## src/rtl/qam_tx_pkg.sv

```systemverilog
// Shared definitions for the QAM-16 transmit sequencer: state encoding and
// symbol/sample rate arithmetic.
package qam_tx_pkg;

   typedef enum logic [1:0] {
      ST_IDLE  = 2'd0,
      ST_RUN   = 2'd1,
      ST_FLUSH = 2'd2,
      ST_DONE  = 2'd3
   } state_t;

   localparam int BITS_PER_SYM = 4;

   function automatic int calc_sps(input int div_bit, input int div_samp);
      return (BITS_PER_SYM * div_bit) / div_samp;
   endfunction

   function automatic int cnt_width(input int modulus);
      return (modulus > 1) ? $clog2(modulus) : 1;
   endfunction

endpackage

```

## src/rtl/mod_counter.sv

```systemverilog
// Modulo-MOD counter with enable, synchronous clear and a wrap flag.
// o_next exposes the value the counter takes on the next edge.
module mod_counter #(
   parameter int MOD = 4,
   parameter int W   = 2
) (
   input  logic         clk,
   input  logic         rst,
   input  logic         i_clr,
   input  logic         i_en,
   output logic [W-1:0] o_next,
   output logic         o_wrap
);

   logic [W-1:0] r_count;

   always_comb begin
      o_wrap = i_en && (r_count == W'(MOD - 1));
      if (i_clr || o_wrap)
         o_next = '0;
      else if (i_en)
         o_next = r_count + W'(1);
      else
         o_next = r_count;
   end

   always_ff @(posedge clk) begin
      if (rst)
         r_count <= '0;
      else
         r_count <= o_next;
   end

endmodule

```

## src/rtl/qam_tx_sequencer.sv

```systemverilog
// Frame scheduler for the QAM-16 transmit chain: produces bit/sample clock
// enables, zero-pad and carrier selects for one frame, then flushes the filter.
module qam_tx_sequencer
   import qam_tx_pkg::*;
#(
   parameter int DIV_BIT       = 12,
   parameter int DIV_SAMP      = 3,
   parameter int WID_COUNT     = 4,
   parameter int N_SYM_W       = 8,
   parameter int FLUSH_SAMPLES = 16
) (
   input  logic                 clk,
   input  logic                 rst,
   input  logic                 start,
   input  logic                 abort,
   input  logic [N_SYM_W-1:0]   frame_len,
   output logic                 busy,
   output logic                 done,
   output logic                 ce_bit,
   output logic                 ce_samp,
   output logic                 sel_zero_pad,
   output logic [WID_COUNT-1:0] sel_carrier,
   output logic                 ce_shift,
   output logic [N_SYM_W-1:0]   sym_cnt
);

   localparam int SPS  = calc_sps(DIV_BIT, DIV_SAMP);
   localparam int W_BD = cnt_width(DIV_BIT);
   localparam int W_BI = cnt_width(BITS_PER_SYM);
   localparam int W_SD = cnt_width(DIV_SAMP);
   localparam int W_SI = cnt_width(SPS);
   localparam int W_FL = cnt_width(FLUSH_SAMPLES);

   state_t               r_state;
   state_t               w_state_nxt;
   logic [N_SYM_W-1:0]   r_len;
   logic [N_SYM_W-1:0]   r_sym_cnt;
   logic [WID_COUNT-1:0] r_carrier;
   logic                 r_busy, r_done, r_ce_bit, r_ce_samp, r_zero_pad;

   logic                 w_run, w_flush, w_active, w_kill, w_last_sym, w_nxt_active;
   logic                 w_bit_clr, w_samp_clr, w_flush_clr;
   logic [W_BD-1:0]      w_bit_div_nxt;
   logic [W_BI-1:0]      w_bit_idx_nxt;
   logic [W_SD-1:0]      w_samp_div_nxt;
   logic [W_SI-1:0]      w_samp_idx_nxt;
   logic [W_FL-1:0]      w_flush_nxt;
   logic                 w_bit_div_wrap, w_bit_idx_wrap, w_samp_div_wrap, w_samp_idx_wrap;
   logic                 w_flush_wrap;
   logic                 w_unused;

   assign w_run       = (r_state == ST_RUN);
   assign w_flush     = (r_state == ST_FLUSH);
   assign w_active    = w_run || w_flush;
   assign w_kill      = abort && w_active;
   assign w_bit_clr   = !w_run || w_kill;
   assign w_samp_clr  = !w_active || w_kill;
   assign w_flush_clr = !w_flush || w_kill;
   assign w_last_sym  = (r_sym_cnt == (r_len - N_SYM_W'(1)));
   assign w_unused    = ^{w_bit_idx_nxt, w_flush_nxt, w_samp_idx_wrap};

   mod_counter #(.MOD(DIV_BIT), .W(W_BD)) u_bit_div (
      .clk(clk), .rst(rst), .i_clr(w_bit_clr), .i_en(w_run),
      .o_next(w_bit_div_nxt), .o_wrap(w_bit_div_wrap));

   mod_counter #(.MOD(BITS_PER_SYM), .W(W_BI)) u_bit_idx (
      .clk(clk), .rst(rst), .i_clr(w_bit_clr), .i_en(w_bit_div_wrap),
      .o_next(w_bit_idx_nxt), .o_wrap(w_bit_idx_wrap));

   // Sample phase runs across RUN and FLUSH without a restart.
   mod_counter #(.MOD(DIV_SAMP), .W(W_SD)) u_samp_div (
      .clk(clk), .rst(rst), .i_clr(w_samp_clr), .i_en(w_active),
      .o_next(w_samp_div_nxt), .o_wrap(w_samp_div_wrap));

   mod_counter #(.MOD(SPS), .W(W_SI)) u_samp_idx (
      .clk(clk), .rst(rst), .i_clr(w_samp_clr), .i_en(w_samp_div_wrap),
      .o_next(w_samp_idx_nxt), .o_wrap(w_samp_idx_wrap));

   mod_counter #(.MOD(FLUSH_SAMPLES), .W(W_FL)) u_flush (
      .clk(clk), .rst(rst), .i_clr(w_flush_clr), .i_en(w_flush && w_samp_div_wrap),
      .o_next(w_flush_nxt), .o_wrap(w_flush_wrap));

   always_comb begin
      w_state_nxt = r_state;
      case (r_state)
         ST_IDLE:
            if (start)
               w_state_nxt = (frame_len != '0) ? ST_RUN : ST_DONE;
         ST_RUN:
            if (abort)
               w_state_nxt = ST_IDLE;
            else if (w_bit_idx_wrap && w_last_sym)
               w_state_nxt = ST_FLUSH;
         ST_FLUSH:
            if (abort)
               w_state_nxt = ST_IDLE;
            else if (w_flush_wrap)
               w_state_nxt = ST_DONE;
         ST_DONE:
            if (r_done)
               w_state_nxt = ST_IDLE;
         default:
            w_state_nxt = ST_IDLE;
      endcase
   end

   assign w_nxt_active = (w_state_nxt == ST_RUN) || (w_state_nxt == ST_FLUSH);

   // Outputs are registered from next-state and next-count values so they
   // line up with the counter phase of the cycle they are observed in.
   always_ff @(posedge clk) begin
      if (rst) begin
         r_state    <= ST_IDLE;
         r_busy     <= 1'b0;
         r_done     <= 1'b0;
         r_ce_bit   <= 1'b0;
         r_ce_samp  <= 1'b0;
         r_zero_pad <= 1'b0;
         r_sym_cnt  <= '0;
         r_carrier  <= '0;
      end else begin
         r_state    <= w_state_nxt;
         r_busy     <= (w_state_nxt != ST_IDLE);
         r_done     <= (w_state_nxt == ST_DONE) &&
                       (w_flush || ((r_state == ST_DONE) && !r_done));
         r_ce_bit   <= (w_state_nxt == ST_RUN) && (w_bit_div_nxt == '0);
         r_ce_samp  <= w_nxt_active && (w_samp_div_nxt == '0);
         r_zero_pad <= (w_state_nxt == ST_RUN) && (w_samp_idx_nxt == '0);
         if (!w_nxt_active)
            r_sym_cnt <= '0;
         else if (w_run && w_bit_idx_wrap && (w_state_nxt == ST_RUN))
            r_sym_cnt <= r_sym_cnt + N_SYM_W'(1);
         if (!w_nxt_active)
            r_carrier <= '0;
         else if (r_ce_samp)
            r_carrier <= r_carrier + WID_COUNT'(1);
      end
   end

   always_ff @(posedge clk) begin
      if ((r_state == ST_IDLE) && start)
         r_len <= frame_len;
   end

   assign busy         = r_busy;
   assign done         = r_done;
   assign ce_bit       = r_ce_bit;
   assign ce_samp      = r_ce_samp;
   assign ce_shift     = r_ce_samp;
   assign sel_zero_pad = r_zero_pad;
   assign sel_carrier  = r_carrier;
   assign sym_cnt      = r_sym_cnt;

endmodule

```

## config.mk

```make
export PLATFORM = sky130hd
export DESIGN_NAME = qam_tx_sequencer
export DESIGN_NICKNAME = d
export VERILOG_FILES = /design/src/rtl/qam_tx_pkg.sv /design/src/rtl/mod_counter.sv /design/src/rtl/qam_tx_sequencer.sv
export SDC_FILE = /design/constraint.sdc
export NUM_CORES = 1
export LEC_CHECK = 0
export CORE_ASPECT_RATIO = 0.5
export CORE_MARGIN = 8
export CORE_UTILIZATION = 45
export CTS_CLUSTER_DIAMETER = 80
export DETAILED_ROUTE_END_ITERATION = 8
export GPL_TIMING_DRIVEN = 0
export PLACE_DENSITY = 0.67
export SYNTH_ARGS = -nofsm -noshare
export SYNTH_HDL_FRONTEND = slang
export SYNTH_SLANG_ARGS = --single-unit
```

## constraint.sdc

```tcl
create_clock -name clk -period 5.16 [get_ports clk]
set_input_delay 1.032 -clock clk [delete_from_list [all_inputs] [get_ports clk]]
set_output_delay 1.032 -clock clk [all_outputs]
set_load 0.05 [all_outputs]
```

* Word-level counts from Yosys, hierarchy flattened
Index checks and enable logic that the tools add are counted.
** Storage, ports and cells
- Flip-flop bits (word level) :: 43
- Bits of input ports :: 12
- Output and inout bits :: 18
- Word-level logic and storage cells :: 89
** Operators by class
- Add/subtract/negate cells :: 8
- Equal/unequal tests :: 12
- Multiplexer cells :: 14
- Bitwise gates (word level) :: 1
- Reductions and logical operators :: 40
** Operators with widths (number)
- 2-to-1 mux 2 bit :: 9
- adder 4 x 1 -> 4 bit, second input constant :: 4
- logical AND 1 bit :: 16
- 2-to-1 mux 4 bit :: 4
- equality test 2 bit, second input constant :: 6
- equality test 4 bit, second input constant :: 3
- logical OR 1 bit :: 11
- adder 8 x 1 -> 8 bit, second input constant :: 1
- equality test 8 bit :: 1
- zero test 4 bit :: 2
- case mux 2 bit (4 select lines) :: 1
- nonzero test 8 bit :: 1
- subtractor 8 x 1 -> 8 bit, second input constant :: 1
- OR reduction 2 bit :: 3
- adder 2 x 1 -> 2 bit, second input constant :: 2
- equality test 2 x 1 -> 1 bit, second input constant :: 2
- zero test 1 bit :: 4
- zero test 2 bit :: 2
- nonzero test 2 bit :: 1
- NOT 1 bit :: 1

* Longest topological paths before layout
- Depth after elaboration :: 12
- Gate-level depth with buffers :: 14
- Gate-level depth less buffers :: 12

* Modules after synthesis
From an unflattened synthesis, not the netlist that was laid out.
** Unflattened totals
- Cell total of the unflattened synthesis :: 272
- Area, all modules :: 2546.2 µm²
** Modules (own cells, without submodules)
- qam_tx_sequencer :: times used 1, cells each 173, area each 1666.6 µm², seq. area each 620.6 µm²
- mod_counter (u_flush ...) :: times used 2, cells each 24, area each 209.0 µm², seq. area each 80.1 µm²
- mod_counter (u_bit_div) :: times used 1, cells each 26, area each 221.5 µm², seq. area each 80.1 µm²
- mod_counter (u_samp_div) :: times used 1, cells each 13, area each 122.6 µm², seq. area each 40.0 µm²
- mod_counter (u_bit_idx) :: times used 1, cells each 12, area each 117.6 µm², seq. area each 40.0 µm²

* Least setup slack after synthesis
Ideal clock, no wire load.
- Kind :: input port to flip-flop
- From :: input port frame_len[0]
- To :: register r_sym_cnt[7], in the netlist sym_cnt[7]
- Setup time :: 0.115 ns
- Arrival time :: 2.810 ns
- Data required time :: 5.045 ns
- Path slack :: 2.235 ns
- Stages on the path :: 11
- Buffers on the path :: 1
- Cell sequence :: nor4_1 > a31o_2 > a221o_1 > nand2b_1 > o21ai_1 > ha_1 > and3_1 > buf_2 > and4_1 > xnor2_1 > nor2_1
** On the way
- Longest elaborated chain between the ends :: 8
- Elaborated cells on any way between the ends :: 10
- Classes of those cells :: 2 x eq/ne; 3 x mux; 1 x bitwise; 4 x reduce/logical
** Ends and longest elaborated chain
- start: declaration :: line qam_tx_sequencer.sv:16 : input logic [N_SYM_W-1:0] frame_len,
- nonzero test 8 bit * :: line qam_tx_sequencer.sv:88 : w_state_nxt = (frame_len != '0) ? ST_RUN : ST_DONE;
- 2-to-1 mux 2 bit * :: line qam_tx_sequencer.sv:88
- 2-to-1 mux 2 bit * :: line qam_tx_sequencer.sv:87 : if (start)
- case mux 2 bit (4 select lines) * :: line qam_tx_sequencer.sv:85 : case (r_state)
- equality test 2 x 1 -> 1 bit or equality test 2 bit (tied branches) :: line qam_tx_sequencer.sv:107, qam_tx_sequencer.sv:131
- logical OR 1 bit :: line qam_tx_sequencer.sv:107 : assign w_nxt_active = (w_state_nxt == ST_RUN) || (w_state_nxt == ST_FLUSH);
- NOT 1 bit (no source line)
- OR reduction 2 bit (no source line)
- end signal: assignment :: line qam_tx_sequencer.sv:132 : r_sym_cnt <= r_sym_cnt + N_SYM_W'(1);
- end: declaration :: line qam_tx_sequencer.sv:37 : logic [N_SYM_W-1:0] r_sym_cnt;
Mark *: on every way between the ends. The rest lies on a longest branch, timed or not.
A chain may end at the register's enable or synchronous reset.

* Worst setup path after layout
- From :: input port abort
- To :: register r_sym_cnt[7], in the netlist sym_cnt[7]
** On the way
- Longest elaborated chain between the ends :: 6
- Elaborated cells on any way between the ends :: 9
- Classes of those cells :: 2 x eq/ne; 3 x mux; 1 x bitwise; 3 x reduce/logical
** Ends and longest elaborated chain
- start: declaration :: line qam_tx_sequencer.sv:15 : input logic abort,
- 2-to-1 mux 2 bit (on tied branches) :: line qam_tx_sequencer.sv:95, qam_tx_sequencer.sv:90
- case mux 2 bit (4 select lines) * :: line qam_tx_sequencer.sv:85
- named net w_state_nxt[0] :: line qam_tx_sequencer.sv:35 : state_t w_state_nxt;
- equality test 2 x 1 -> 1 bit or equality test 2 bit (tied branches) :: line qam_tx_sequencer.sv:107, qam_tx_sequencer.sv:131
- logical OR 1 bit :: line qam_tx_sequencer.sv:107
- NOT 1 bit (no source line)
- OR reduction 2 bit (no source line)
The timed path passes the listed nets; every way through them passes the cells marked *.

==> metrics.txt <==
Global Route Usage Sum 12.5%; top_reg_cell synth dfxtp_1; worst-margin pin slew 0.506 ns; Port Buffer Count 29; DR WL/cell 13.4 µm; fin cells 347; Yosys top cell by area dfxtp_1; share of Yosys cell area claimed by the top area cell type 30.6%; Rows 18; cts hold-fix bufs 0; VDD IR-drop max 0.115 mV; Critical Path RT 5.35 ns; max-cap viol count 0; clk_lat worst skew 0.29 ns; final setup vio count 0; CP Cell Sequence clkdlybuf4s50_1 > nand2b_1 > nor3_1 > mux2_2 > o21ai_0 > a31oi_1 > ha_1 > and3_1 > buf_2 > and4_1 > xnor2_1 > nor2_1; DRC violations left 0; synthesized area 0.00229 mm²; final number of max-transition violations 0; placed cell count 339; Final Hold Vio Count 0; crit path launch type input pin; commonest non-fill, non-tap cells in the layout dfxtp_1, clkdlybuf4s50_1, nor2_1; synthesized instance count 240; register area share after synthesis 41.1%; Synth area leaders dfxtp_1, edfxtp_1, ha_1; Vias/cell 5.31; CTS Buf Count 5; Post-synth EDFFs 8; die area 0.00777 mm²; first-pass GRT wire length 7.73 mm; crit-path max cell delay 0.48 ns; post-synth cell types 53; Worst Hold Depth 2; Worst Setup Path Type input pin to flop; post-DP HPWL 3.69 mm; Sinks on Clock Net 43; Total Wirelength 4.67 mm; critical-path maximum fanout 8; Layout area overhead 20.2%; Final nets 304; Antenna Cells 0; # Post-CTS Setup Buffers 0; die height 66.5 µm; fin crit period 3.51 ns; Top Family by Delay on Critical Path simple AND/OR/NAND/NOR gates; R2R depth 13; Post-synth ARST share 0%; I/O Pins 30; period utilisation layout 68.1%; Worst Hold Class flop to flop; share of layout cells above drive strength 1 5.78%; Min Hold Slack 0.463 ns; fmax 285 MHz; final antenna-violating net count 0; status finished clean; Vias 1843; gp weighted congestion 0.794; initial antenna violation count 0; synth warn 0; Max H-tree Level 2; WP data arrival 3.70 ns; CTS tree built; clock buffer depth 2; die width 117 µm; Fin Setup TNS 0 ns; Buf/Inv on CP 2; Pwr Density 241 mW/mm²; CP max stage cell clkdlybuf4s50_1; most common cell after layout, fill and taps aside dfxtp_1; Leak 0.00106 µW; cts repair resizes 0; largest net degree at the start of global routing 14; Clock Skew 0.00837 ns; slew margin rel. 66.1%; clock root buffer clkbuf_8; GRT Residual Overflow 0; Clk pin slew, worst setup/hold paths 0.08 ns; DR iter-0 viols 134; RSZ-0062 raised after global routing no; Levels on crit path 12; register bit total from synthesis 43; Mapped Nets 268; vias in the first global route 1727; Initial DRT Pass Iterations 4; Core ar. 0.00491 mm²; Synth Area per Inst 9.55 µm²; initial core utilization 46.7%; CP Capture Type flop
-- registers in the layout, indices dropped and copies added, names as in the netlist --
name / cells
sym_cnt: 8
u_bit_div.r_count: 4
sel_carrier: 4
u_flush.r_count: 4
sel_zero_pad: 1
u_samp_idx.r_count: 4
busy: 1
r_len: 8
u_bit_idx.r_count: 2
ce_bit: 1
ce_samp: 1
done: 1
r_state: 2
u_samp_div.r_count: 2
-- Yosys cell counts, types with 2 or more instances --
master / number
nor2_1: 28
and3_1: 5
ha_1: 16
nor3_1: 12
a211oi_1: 3
inv_1: 11
nor2b_1: 5
buf_2: 2
nor4_1: 4
nand2_1: 10
o21ai_0: 4
o21a_1: 2
a31oi_1: 2
xor2_1: 19
clkbuf_1: 2
mux2i_1: 4
a21oi_1: 6
xnor2_1: 8
o21ai_1: 2
nand3_1: 3
and2_1: 2
and4_1: 3
edfxtp_1: 8
nand2b_1: 10
nand4_1: 7
dfxtp_1: 35
-- layer usage --
metal	track usage, %	vias up	wire length (µm)
met5	0	-	0
met4	4.74	0	51
met3	2.98	4	189
met2	21.0	30	2180
met1	15.4	885	2240
li1	-	924	-
-- logic make-up after synthesis --
group,share of synthesized area [%]
muxes,2.24
xor gates and xnor gates,10.3
adders and majority gates,8.74
AOI/OAI and AO/OA,11.2
and+or+nand+nor,23.2
DFF,41.1
buffers and inverters,3.28
-- power by group --
part | switching, µW | total, µW | internal [µW]
registers | 9.97 | 363 | 353
clock network | 113 | 209 | 95.0
logic | 53.6 | 91.2 | 37.6
-- final timing paths --
check | from | to | slack [ns]
worst min-delay path | u_bit_idx.r_count[1] | u_bit_idx.r_count[1] | 0.46
worst max-delay path | abort | sym_cnt[7] | 1.65
worst max register to register | r_state[1] | sym_cnt[7] | 1.93
worst min register to register | u_bit_idx.r_count[1] | u_bit_idx.r_count[1] | 0.46
-- stage by stage --
step	total power [µW]	area (µm²)	util, %	setup WS [ns]
final	662	2750	56.1	1.65
after global routing	693	2750	56.1	1.49
after CTS	669	2750	56.1	1.67
after detailed placement	462	2670	54.4	1.36
after global placement	460	2670	54.4	1.42
after floorplan	429	2290	-	2.23
-- tightest hold or removal path, delay by kind of cell (launching register included) --
family          cells  cell delay (ns)
simple gates        1             0.05
compound gates      1             0.05
flops               1             0.32
-- area by class of cell --
type	count	area [µm²]
clock inverter	2	11.3
multi-input combinational	179	1270
clock buffer	6	72.6
buffer	7	33.8
fill	476	2160
inverter	11	41.3
sequential	43	941
tap	70	87.6
timing repair buffer	29	290
Note: power is estimated with default switching activity, not from simulation.
